## config.mk

```make
export PLATFORM = sky130hd
export DESIGN_NAME = adder_share_arbiter
export DESIGN_NICKNAME = d
export VERILOG_FILES = /design/src/rtl/adder_share_arbiter.sv
export SDC_FILE = /design/constraint.sdc
export NUM_CORES = 1
export LEC_CHECK = 0
export ABC_AREA = 1
export CAP_MARGIN = 20
export CORE_AREA = 2 2 88 112
export DETAILED_ROUTE_END_ITERATION = 8
export DIE_AREA = 0 0 90 114
export PLACE_DENSITY = 0.85
export SLEW_MARGIN = 20
export SYNTH_ARGS = -nofsm -noshare
export SYNTH_HDL_FRONTEND = slang
export SYNTH_SLANG_ARGS = --single-unit
```

## constraint.sdc

```tcl
create_clock -name clk -period 3.8 [get_ports clk]
set_input_delay 0.57 -clock clk [delete_from_list [all_inputs] [get_ports clk]]
set_output_delay 0.57 -clock clk [all_outputs]
set_load 0.1 [all_outputs]
```

## src/rtl/adder_share_arbiter.sv

```systemverilog
// adder_share_arbiter: round-robin shared signed adder; ports clk, arst, req_valid/ready/a/b per requester, res_valid/ready/sum/id, busy
module adder_share_arbiter #(
  parameter int NUM_REQ   = 4,
  parameter int A_WIDTH   = 16,
  parameter int B_WIDTH   = 16,
  parameter int OUT_SCALE = 0,
  parameter int OUT_WIDTH = (A_WIDTH > B_WIDTH ? A_WIDTH : B_WIDTH) + 1,
  parameter int ID_WIDTH  = (NUM_REQ > 2) ? $clog2(NUM_REQ) : 1
) (
  input  logic                         clk,
  input  logic                         arst,
  input  logic [NUM_REQ-1:0]           req_valid,
  output logic [NUM_REQ-1:0]           req_ready,
  input  logic [NUM_REQ*A_WIDTH-1:0]   req_a,
  input  logic [NUM_REQ*B_WIDTH-1:0]   req_b,
  output logic                         res_valid,
  input  logic                         res_ready,
  output logic [OUT_WIDTH-1:0]         res_sum,
  output logic [ID_WIDTH-1:0]          res_id,
  output logic                         busy
);
  localparam int SW = A_WIDTH + B_WIDTH;
  logic [ID_WIDTH-1:0] ptr, gnt_id;
  logic                found, grant;
  logic [A_WIDTH-1:0]  a_sel;
  logic [B_WIDTH-1:0]  b_sel;
  logic signed [SW-1:0] full, scaled;
  always_comb begin
    found  = 1'b0;
    gnt_id = '0;
    for (int k = 0; k < NUM_REQ; k++)
      if (!found && req_valid[(int'(ptr) + k) % NUM_REQ]) begin
        found  = 1'b1;
        gnt_id = ID_WIDTH'((int'(ptr) + k) % NUM_REQ);
      end
  end
  assign grant     = !arst && found && (!res_valid || res_ready);
  assign req_ready = grant ? (NUM_REQ'(1) << gnt_id) : '0;
  assign busy      = res_valid || |req_valid;
  assign a_sel  = req_a[gnt_id*A_WIDTH +: A_WIDTH];
  assign b_sel  = req_b[gnt_id*B_WIDTH +: B_WIDTH];
  assign full   = $signed({{B_WIDTH{a_sel[A_WIDTH-1]}}, a_sel}) + $signed({{A_WIDTH{b_sel[B_WIDTH-1]}}, b_sel});
  assign scaled = full >>> OUT_SCALE;
  always_ff @(posedge clk or posedge arst)
    if (arst) begin
      res_valid <= 1'b0;
      res_sum   <= '0;
      res_id    <= '0;
      ptr       <= '0;
    end else if (grant) begin
      res_valid <= 1'b1;
      res_sum   <= scaled[OUT_WIDTH-1:0];
      res_id    <= gnt_id;
      ptr       <= (gnt_id == ID_WIDTH'(NUM_REQ - 1)) ? '0 : gnt_id + 1'b1;
    end else if (res_ready)
      res_valid <= 1'b0;
endmodule

```

# Word-level counts from Yosys, hierarchy flattened
# Cells that the tools add are included.
# totals
ff_bits	22
in_bits	135
out_inout_bits	25
wordCells	60
# op_classes
addsub	5
n_lt_le_gt_ge	4
n_eq_ne	1
shift	3
n_mux	23
bitwise_logic	3
reduce_logical	17
# ops
cell	count
64-bit by 7-bit indexed part select with 16-bit output	2
16-bit by 16-bit adder with 17-bit output	1
1-bit two-way mux	13
3-bit by 4-bit less-than comparator with 1-bit output (second input constant)	3
2-bit two-way mux	5
1-bit binary-select mux with 2-bit select	4
2-bit OR reduction	3
1-bit logical AND	5
1-bit logical NOT	5
2-bit by 1-bit adder with 2-bit output (second input constant)	2
2-bit adder (second input constant)	2
4-bit two-way mux	1
4-bit OR reduction	1
1-bit by 2-bit << shifter with 4-bit output (first input constant)	1
1-bit bitwise AND (first input constant)	3
2-bit by 3-bit less-than comparator with 1-bit output (second input constant)	1
2-bit equality test (second input constant)	1
1-bit logical OR	2
2-bit nonzero test	1

# Logic depth before layout (Yosys ltp)
# Gate-level depths: netlist of run 1.
# depth
depth_word	17
mapped_depth	25

# Worst setup path before layout of run 1
# OpenSTA, ideal clock, no wires.
# synth_timing
path_kind	input port to output port
startpoint	input port req_valid[3]
endpoint	output port req_ready[2]
arrival_time_ns	2.941
required_time_ns	3.230
slack_ns	0.289
stages	13
n_path_buf	1
cell_sequence	inv_1 > nand2_1 > nand3_2 > nand2_2 > nor2_4 > nand3_2 > nand3_1 > nand2_2 > inv_2 > buf_2 > ha_1 > inv_1 > nor2_1
# synth_between
elab_cells_between_ends	29
# synth_rtl
item	line_no	text
start, declared	12	input logic [NUM_REQ-1:0] req_valid,
1-bit binary-select mux with 2-bit select	32	if (!found && req_valid[(int'(ptr) + k) % NUM_REQ]) begin
1-bit two-way mux (implied by the code)	32	
1-bit two-way mux	32	
1-bit logical NOT	32	
1-bit logical AND	32	
1-bit two-way mux	32	
1-bit logical NOT	32	
1-bit logical AND	32	
1-bit two-way mux	32	
1-bit logical NOT	32	
1-bit logical AND	32	
2-bit two-way mux (*)	32	
net gnt_id[1]	23	logic [ID_WIDTH-1:0] ptr, gnt_id;
1-bit by 2-bit << shifter with 4-bit output (*)	38	assign req_ready = grant ? (NUM_REQ'(1) << gnt_id) : '0;
4-bit two-way mux (*)	38	
end, declared	13	output logic [NUM_REQ-1:0] req_ready,
# Mark *: on every way through the listed nets, which the timed path passes. The rest lies on a longest branch. The select of a mux whose other input is x is not followed.

# Worst setup path after layout of run 1
# layout_timing
startpoint	input port req_valid[3]
endpoint	register res_sum[10]
# layout_between
elab_chain_len	14
elab_cells_between_ends	30
# layout_rtl
item	line_no	text
1-bit binary-select mux with 2-bit select	32	
1-bit two-way mux (implied by the code)	32	
1-bit two-way mux	32	
1-bit logical NOT	32	
1-bit logical AND	32	
1-bit two-way mux	32	
1-bit logical NOT	32	
1-bit logical AND	32	
1-bit two-way mux	32	
1-bit logical NOT	32	
1-bit logical AND	32	
2-bit two-way mux or 1-bit two-way mux (tied branches)	32	
64-bit by 7-bit indexed part select with 16-bit output (tied with other cells)	40	assign a_sel = req_a[gnt_id*A_WIDTH +: A_WIDTH];
16-bit by 16-bit adder with 17-bit output or 1-bit logical AND (tied branches)	42, 37	
end signal, assigned	52	res_sum <= scaled[OUT_WIDTH-1:0];
end, declared	18	output logic [OUT_WIDTH-1:0] res_sum,
# Several ways; a longest one is shown, not always the timed one. The select of a mux whose other input is x is not followed.
# A chain may end at the register's enable or synchronous reset.

==> results of run 1 <==
-- stage by stage --
| stage | cell area (um^2) | utilization | hold slack [ps] | std cells | worst slack [ps] |
|---|---|---|---|---|---|
| 6_report | 5610 | 0.603 | 479 | 934 | 275 |
| 4_1_cts | 5590 | 0.600 | 484 | 934 | 280 |
| 3_3_place_gp | 5480 | 0.589 | 463 | 930 | 96.7 |
| 5_1_grt | 5610 | 0.603 | 515 | 934 | 8.87 |
| 2_1_floorplan | 3600 | - | 568 | 643 | 289 |
| 3_5_place_dp | 5480 | 0.589 | 470 | 930 | 17.2 |
-- worst max-delay path by stage --
stage / start / endpoint / cells after the start
2_1_floorplan: req_valid[3] / req_ready[2] / 13
3_3_place_gp: req_valid[3] / res_sum[9]$_DFFE_PP0P_ / 23
3_5_place_dp: req_valid[3] / res_sum[10]$_DFFE_PP0P_ / 22
4_1_cts: req_valid[3] / res_sum[10]$_DFFE_PP0P_ / 22
5_1_grt: req_valid[1] / res_sum[13]$_DFFE_PP0P_ / 23
6_report: req_valid[3] / res_sum[10]$_DFFE_PP0P_ / 22
-- layout by cell type (no fill, tap or decap), types with 2 or more instances in the layout --
master,n
o31ai_1,2
a21oi_2,2
nand2_1,202
ha_1,19
a21o_1,2
nand3_2,3
nand2_2,6
nand4_1,2
nor2_1,15
a31oi_1,2
buf_12,8
clkdlybuf4s50_1,154
or2_2,3
inv_1,130
inv_2,2
o21bai_1,2
nand3_1,118
o21ai_0,16
dfrtp_1,21
nand3b_1,33
buf_4,31
a21oi_1,16
clkbuf_16,3
xnor2_1,5
-- worst max-delay path: stages --
cell             delay (ps)
clkdlybuf4s50_1         420
inv_1                    90
nand2_1                  80
nand3_2                 100
nand2_2                  80
nor2_4                  130
nand3_2                  90
nand2_2                 130
buf_12                  200
nand3b_1                 90
nand3_1                  80
nand2_1                  60
ha_1                    220
fa_1                    410
nand3_1                 100
nand2_1                  90
a21o_1                  190
nand2_1                  50
nand2_1                  50
or2_2                   270
nand3_1                  70
nand2_1                  60
-- sequential cells by signal (all words and copies together), names as in the netlist --
name and flops:
res_sum 17, ptr 2, res_id 2, res_valid 1
-- cell families (layout without fill, tap and decap cells) --
kind of cell | after synthesis | in the layout | share of synthesized area
AO/OA/AOI/OAI | 45 | 45 | 0.0687
XOR/XNOR | 6 | 6 | 0.0146
buffers and inverters | 165 | 330 | 0.200
adder cells (fa/ha/maj) | 21 | 21 | 0.0750
flip-flops | 22 | 22 | 0.153
AND/OR/NAND/NOR | 384 | 384 | 0.489
-- repair_timing --
| item | 4_1_cts | 5_1_grt |
|---|---|---|
| resized for setup | 0 | 6 |
| hold endpoints to repair | 0 | 0 |
| setup endpoints to repair | 0 | 6 |
| hold buffers | 0 | 0 |
-- area by class of cell --
class,count,share of cell area
Clock buffer,3,0.0134
Timing Repair Buffer,193,0.345
Clock inverter,1,0.00535
Inverter,133,0.0894
Sequential cell,22,0.0984
Tap cell,126,0.0281
Multi-Input combinational cell,456,0.420
-- metal layers --
metal  share of wire  vias to the layer above  global-route usage  wire (um)
met2            0.52                      147               0.407       5850
li1                -                     2322                   -          -
met3           0.044                       20              0.0258        491
met5               0                        -                   0          0
met1            0.41                     1978               0.259       4590
met4           0.020                        0              0.0585        223
==> flow_summary.toml, run 1 <==
[clock_tree]
path_clk_slew_ps = 60
post-cts-setup-buffers = 0
cts_tree = "done"
clk_latency_ps = 260
cts-root-buf = "clkbuf_16"
clkSinkCount = 22
h-tree-depth = 1
clock_path_buffers = 2
cts_made_buffers = 3

[synthesis]
syn-num-nets = 799
yosysTopAreaCellShare = 0.214
synth-seq-cells = 22
synth-edff-count = 0
syn_area_um2 = 3600
synthCells = 643
yosys.area.top_type = "nand2_1"
ys_types = 30
postSynthAreaPerCell_um2 = 5.60
async_reset_ff_frac = 1.00
yosysWarnings = 0
ys_seq_area_frac = 0.153
synth_most_common_cell = "nand2_1"
synth_ff_type = "dfrtp_1"
ys_top_cells_by_count = "nand2_1 (205), inv_1 (130), nand3_1 (118)"
synth_area_leaders = "nand2_1 (21%), nand3_1 (16%), dfrtp_1 (15%), inv_1 (14%), ha_1 (6.9%)"

[die]
ios = 160
num_rows = 40
initial_core_util = 0.387
core-area_um2 = 9310
dieArea_um2 = 10300
die_w_um = 90
die_h_um = 114

[worst_setup_path]
r2r-start = "ptr[0]$_DFFE_PP0P_"
cp-end-kind = "flip-flop"
critPathRequiredTime_ps = 3950
startpoint_type = "input port"
r2r_setup_slack_ps = 450
critPathKind = "input port to flip-flop"
cp_max_fo = 38
rr_endpoint = "res_sum[10]$_DFFE_PP0P_"
reg2regPathDepth = 22
cp.arrival_ps = 3670

[worst_hold_path]
min_from = "res_sum[16]$_DFFE_PP0P_"
whs_path_depth = 2
hold_class = "flip-flop to flip-flop"
hold_end = "res_sum[16]$_DFFE_PP0P_"

[global_route]
antenna_found_initial = 0
grt_util_all_layers = 0.216
grt_pass1_wl_mm = 18.6
first_global_vias = 4171
grt_max_degree = 48
grt-ovfl-total = 0

[placed_design]
io_buffers = 159
hpwl_mm = 9.30
globalplace.congestion = 0.908

[timing]
clock.fmax_mhz = 284
tns_ps = 0
hold_violations = 0
max-slew-margin-rel = 0.335
finalCritPeriodShare = 0.928
rsz0062_at_grt = "no"
min_period_ps = 3530
clock_skew_ps = 3.27
tightest_slew_ps = 994
slew_viol_final = 0
setup-violations-final = 0

[drt]
ant_nets = 0
wl_per_cell_um = 11.9
drc = 0
vias = 4467
first_pass_iters = 4
wirelength_mm = 11.2
drtIter0Drc = 247
viasPerCell = 4.78

[layout]
syn_to_final_growth_pct = 55.7
fill_cells = 896
multi_input_area_um2 = 2360
num_antenna_cells = 0
layout.nets = 965
drive_gt1_frac = 0.0780
seqCellArea_um2 = 552

[run_status]
outcome = "finished, final reports clean"

[flow_run]
max_cap_viol_count = 0
Power of run 1 is not shown: default switching activity piles up to over one toggle a cycle in this logic, so the estimate is an artifact.
==> run 2, diff against run 1 <==
--- a/config.mk
+++ b/config.mk
@@ -15,3 +15,4 @@
 export SYNTH_ARGS = -nofsm -noshare
 export SYNTH_HDL_FRONTEND = slang
 export SYNTH_SLANG_ARGS = --single-unit
+export TNS_END_PERCENT = 1
==> run 2 against run 1 <==
Compared with the run above: sequential cell count unchanged; worst hold slack unchanged; clock skew unchanged; largest cell class unchanged; worst setup slack better by 2.0 ps; register-to-register slack about the same.
==> flow_summary.toml, run 2 (synthesis gave the netlist of run 1 again) <==
[layout]
multi_input_area_um2 = 2360
final_cells = 934
layout.nets = 965
final_common_cell = "nand2_1"
num_antenna_cells = 0
layout_common_cells = "nand2_1 (202), clkdlybuf4s50_1 (154), inv_1 (130), nand3_1 (118), nand3b_1 (33)"
syn_to_final_growth_pct = 55.6
largest_reg_flops = 17
seqCellArea_um2 = 552
fill_cells = 895
drive_gt1_frac = 0.0780
utilization = 0.602
reg_top3 = "res_sum (17), ptr (2), res_id (2)"
largest_register = "res_sum"

[timing]
hold_violations = 0
min_period_ps = 3520
clock_skew_ps = 3.27
rsz0062_at_grt = "yes"
tightest_slew_ps = 994
finalCritPeriodShare = 0.927
setup-violations-final = 0
max-slew-margin-rel = 0.335
clock.fmax_mhz = 284
slew_viol_final = 0

[worst_setup_path]
path_cells = "clkdlybuf4s50_1 -> inv_1 -> nand2_1 -> nand3_2 -> nand2_2 -> nor2_4 -> nand3_2 -> nand2_2 -> buf_12 -> nand3b_1 -> nand3_1 -> nand2_1 -> ha_1 -> fa_1 -> nand3_1 -> nand2_1 -> a21o_1 -> nand2_1 -> nand2_1 -> or2_2 -> nand3_1 -> nand2_1"
cp.arrival_ps = 3670
max_stage_delay_ps = 420
critical-path-top-delay-family = "simple AND/OR/NAND/NOR gates"
critPathKind = "input port to flip-flop"
r2r_setup_slack_ps = 450
cp_max_fo = 38
slowest_stage = "clkdlybuf4s50_1"
cp-end-kind = "flip-flop"
crit_buf_inv = 3
critPathRequiredTime_ps = 3950
startpoint_type = "input port"
critPathMostFrequentCell = "nand2_1"

[flow_run]
max_cap_viol_count = 0

[clock_tree]
clk_latency_ps = 260
cts-root-buf = "clkbuf_16"
clkSinkCount = 22
cts_made_buffers = 3
h-tree-depth = 1
path_clk_slew_ps = 60
cts_tree = "done"
postCtsHoldBufs = 0
clock_path_buffers = 2

[drt]
drc = 0
wirelength_mm = 11.2
viasPerCell = 4.78
ant_nets = 0
drtIter0Drc = 243
vias = 4462
first_pass_iters = 4
wl_per_cell_um = 12.0

[global_route]
antenna_found_initial = 0
grt-ovfl-total = 0
grt_util_all_layers = 0.216
first_global_vias = 4171
grt_max_degree = 48
grt_pass1_wl_mm = 18.6

[placed_design]
hpwl_mm = 9.30
globalplace.congestion = 0.908
placedCellCount = 930
io_buffers = 159

[die]
ios = 160
initial_core_util = 0.387
core-area_um2 = 9310
num_rows = 40
dieArea_um2 = 10300
die_h_um = 114
die_w_um = 90

[worst_hold_path]
hold_class = "flip-flop to flip-flop"

[run_status]
outcome = "finished, final reports clean"
==> run 2: layer usage <==
layer | wire [um] | vias up | GRT usage
li1 | - | 2322 | -
met1 | 4590 | 1975 | 0.259
met2 | 5860 | 145 | 0.407
met3 | 488 | 20 | 0.0258
met4 | 223 | 0 | 0.0585
met5 | 0 | - | 0
==> run 2: per-stage QoR <==
step           setup WS (ps)  hold WS [ps]  instance area [um^2]  setup TNS [ps]
2_1_floorplan            289           568                  3600               0
3_3_place_gp            96.7           463                  5480               0
3_5_place_dp            17.2           470                  5480               0
4_1_cts                  280           484                  5590               0
5_1_grt               -0.246           515                  5610          -0.246
6_report                 277           479                  5610               0
==> run 2: what timing repair did <==
| item | in CTS | in global routing |
|---|---|---|
| gates resized for setup | 0 | 4 |
| endpoints found under the setup margin | 0 | 6 |
| setup buffers | 0 | 0 |
==> run 2: layout make-up <==
class                      count  area share
clock buffer                   3      0.0134
clock inverter                 1     0.00536
inverter                     133      0.0890
multi-input combinational    456       0.421
sequential                    22      0.0984
tap                          126      0.0281
timing repair buffer         193       0.345
==> run 2: path summary, 6_finish.rpt <==
| path | cells past startpoint | startpoint | endpoint |
|---|---|---|---|
| max reg2reg | 22 | ptr[0]$_DFFE_PP0P_ | res_sum[10]$_DFFE_PP0P_ |
| min | 2 | res_sum[16]$_DFFE_PP0P_ | res_sum[16]$_DFFE_PP0P_ |
| max | 22 | req_valid[3] | res_sum[10]$_DFFE_PP0P_ |
| min in group asynchronous | 3 | arst | res_sum[9]$_DFFE_PP0P_ |
| max in group asynchronous | 3 | arst | ptr[0]$_DFFE_PP0P_ |
| min reg2reg | 2 | res_sum[16]$_DFFE_PP0P_ | res_sum[16]$_DFFE_PP0P_ |
==> run 2: worst min-delay path, stage by stage, from the launching register on <==
cell and delay, ps:
dfrtp_1 340, nand2_1 60, nand2_1 50
Power of run 2 is left out for the same reason.
==> run 3, diff against run 2 <==
--- a/config.mk
+++ b/config.mk
@@ -7,10 +7,11 @@
 export LEC_CHECK = 0
 export ABC_AREA = 1
 export CAP_MARGIN = 20
-export CORE_AREA = 2 2 88 112
+export CORE_AREA = 2 2 108 84
 export DETAILED_ROUTE_END_ITERATION = 8
-export DIE_AREA = 0 0 90 114
-export PLACE_DENSITY = 0.85
+export DIE_AREA = 0 0 110 86
+export PLACE_DENSITY = 0.91
+export SKIP_CTS_REPAIR_TIMING = 1
 export SLEW_MARGIN = 20
 export SYNTH_ARGS = -nofsm -noshare
 export SYNTH_HDL_FRONTEND = slang
==> run 3 against run 2 <==
Compared with the run above: maximum frequency decreased by 0.92%; register-to-register slack got worse by 20 ps; critical path type unchanged; highest routed layer unchanged; global-route usage up 3.1 points; largest cell class unchanged.
==> flow_summary.toml, run 3 (synthesis gave the netlist of run 1 again) <==
[die]
die_w_um = 110
num_rows = 29
core-area_um2 = 8310
initial_core_util = 0.434
dieArea_um2 = 9460
ios = 160
die_h_um = 86

[worst_hold_path]
whs_path_depth = 2
hold_end = "res_sum[10]$_DFFE_PP0P_"
min_from = "res_sum[10]$_DFFE_PP0P_"
hold_class = "flip-flop to flip-flop"

[drt]
first_pass_iters = 5
vias = 4648
wl_per_cell_um = 12.8
ant_nets = 0
viasPerCell = 5.07
wirelength_mm = 11.7
drtIter0Drc = 379
drc = 0

[worst_setup_path]
critPathRequiredTime_ps = 3960
cp-end-kind = "flip-flop"
critPathMostFrequentCell = "nand2_1"
slowest_stage = "clkdlybuf4s50_1"
cp.arrival_ps = 3720
rr_endpoint = "res_sum[10]$_DFFE_PP0P_"
r2r_setup_slack_ps = 430
cp_max_fo = 41
startpoint_type = "input port"
path_cells = "clkdlybuf4s50_1 -> inv_1 -> nand2_1 -> nand3_2 -> nand2_2 -> nor2_4 -> nand3_2 -> nand2_2 -> buf_12 -> buf_4 -> nand3b_1 -> nand3_1 -> nand2_1 -> ha_1 -> a21oi_1 -> nand2_1 -> inv_1 -> nand2_1 -> or2_2 -> nand3_1 -> nand2_1"
r2r-start = "ptr[0]$_DFFE_PP0P_"
reg2regPathDepth = 20
critPathKind = "input port to flip-flop"
max_stage_delay_ps = 410

[layout]
final_common_cell = "nand2_1"
num_antenna_cells = 0
largest_reg_flops = 17
largest_register = "res_sum"
multi_input_area_um2 = 2360
layout_common_cells = "nand2_1 (202), clkdlybuf4s50_1 (154), inv_1 (130), nand3_1 (118), nand3b_1 (33)"
seqCellArea_um2 = 552
final_cells = 917
utilization = 0.667
syn_to_final_growth_pct = 53.8
layout.nets = 966
fill_cells = 700
reg_top3 = "res_sum (17), ptr (2), res_id (2)"
drive_gt1_frac = 0.0803

[placed_design]
hpwl_mm = 9.39
dp_worst_setup_slack_ps = -124
globalplace.congestion = 0.951
io_buffers = 159
placedCellCount = 913

[timing]
max-slew-margin-rel = 0.325
worst_slack_ps = 244
clock_skew_ps = 1.24
tightest_slew_ps = 1010
hold_violations = 0
finalCritPeriodShare = 0.936
slew_viol_final = 0
rsz0062_at_grt = "yes"
setup-violations-final = 0
clock.fmax_mhz = 281
min_period_ps = 3560

[clock_tree]
cts-root-buf = "clkbuf_8"
cts_tree = "done"
clkSinkCount = 22
cts_made_buffers = 3
clk_latency_ps = 260
h-tree-depth = 1
path_clk_slew_ps = 80
clock_path_buffers = 2

[global_route]
first_global_vias = 4418
grt_util_all_layers = 0.247
antenna_found_initial = 0
grt-ovfl-total = 0
grt_max_degree = 55
grt_pass1_wl_mm = 19.2

[flow_run]
max_cap_viol_count = 0

[run_status]
outcome = "finished, final reports clean"
[run 3: cell types whose count changed in the layout (fill, tap and decap cells not counted), moves of 2 or more]
cell / before / now
clkbuf_16: 3 / 0
buf_12: 8 / 6
clkbuf_8: 0 / 3
buf_6: 0 / 2
[run 3: final cells by class]
| type | instances | share of cell area |
|---|---|---|
| Multi-Input combinational cell | 456 | 0.425 |
| Timing Repair Buffer | 194 | 0.347 |
| Sequential cell | 22 | 0.0996 |
| Inverter | 133 | 0.0905 |
| Tap cell | 108 | 0.0244 |
| Clock buffer | 3 | 0.00745 |
| Clock inverter | 1 | 0.00542 |
[run 3: critical path, delay by kind of cell]
family,cells,cell delay [ps]
buffers and inverters,5,1020
adders and majority gates,1,370
AOI/OAI and AO/OA,1,270
and+or+nand+nor,14,1470
[run 3: worst max-delay path by stage]
stage	start	to	slack (ps)	cells past startpoint
final	req_valid[1]	res_sum[10]$_DFFE_PP0P_	240	21
after global routing	req_valid[1]	res_sum[10]$_DFFE_PP0P_	2	22
after CTS	req_valid[3]	res_sum[9]$_DFFE_PP0P_	160	21
after detailed placement	req_valid[3]	res_sum[9]$_DFFE_PP0P_	-120	21
after global placement	req_valid[3]	res_sum[15]$_DFFE_PP0P_	-2	21
after floorplan	req_valid[3]	req_ready[2]	290	13
[run 3: metrics by stage]
step / hold WS, ps / area (um^2) / setup TNS (ps)
after floorplan: 568 / 3600 / 0
after global placement: 468 / 5440 / -1.66
after detailed placement: 470 / 5440 / -204
after CTS: 490 / 5510 / 0
after global routing: 517 / 5540 / 0
final: 484 / 5540 / 0
[run 3: per-layer routing]
layer	GRT usage	share of wire	vias to the layer above
met5	0	0	-
met4	0.0644	0.024	0
met3	0.0593	0.093	28
met2	0.431	0.46	215
met1	0.303	0.43	2078
li1	-	-	2327
Power of run 3 is left out for the same reason.
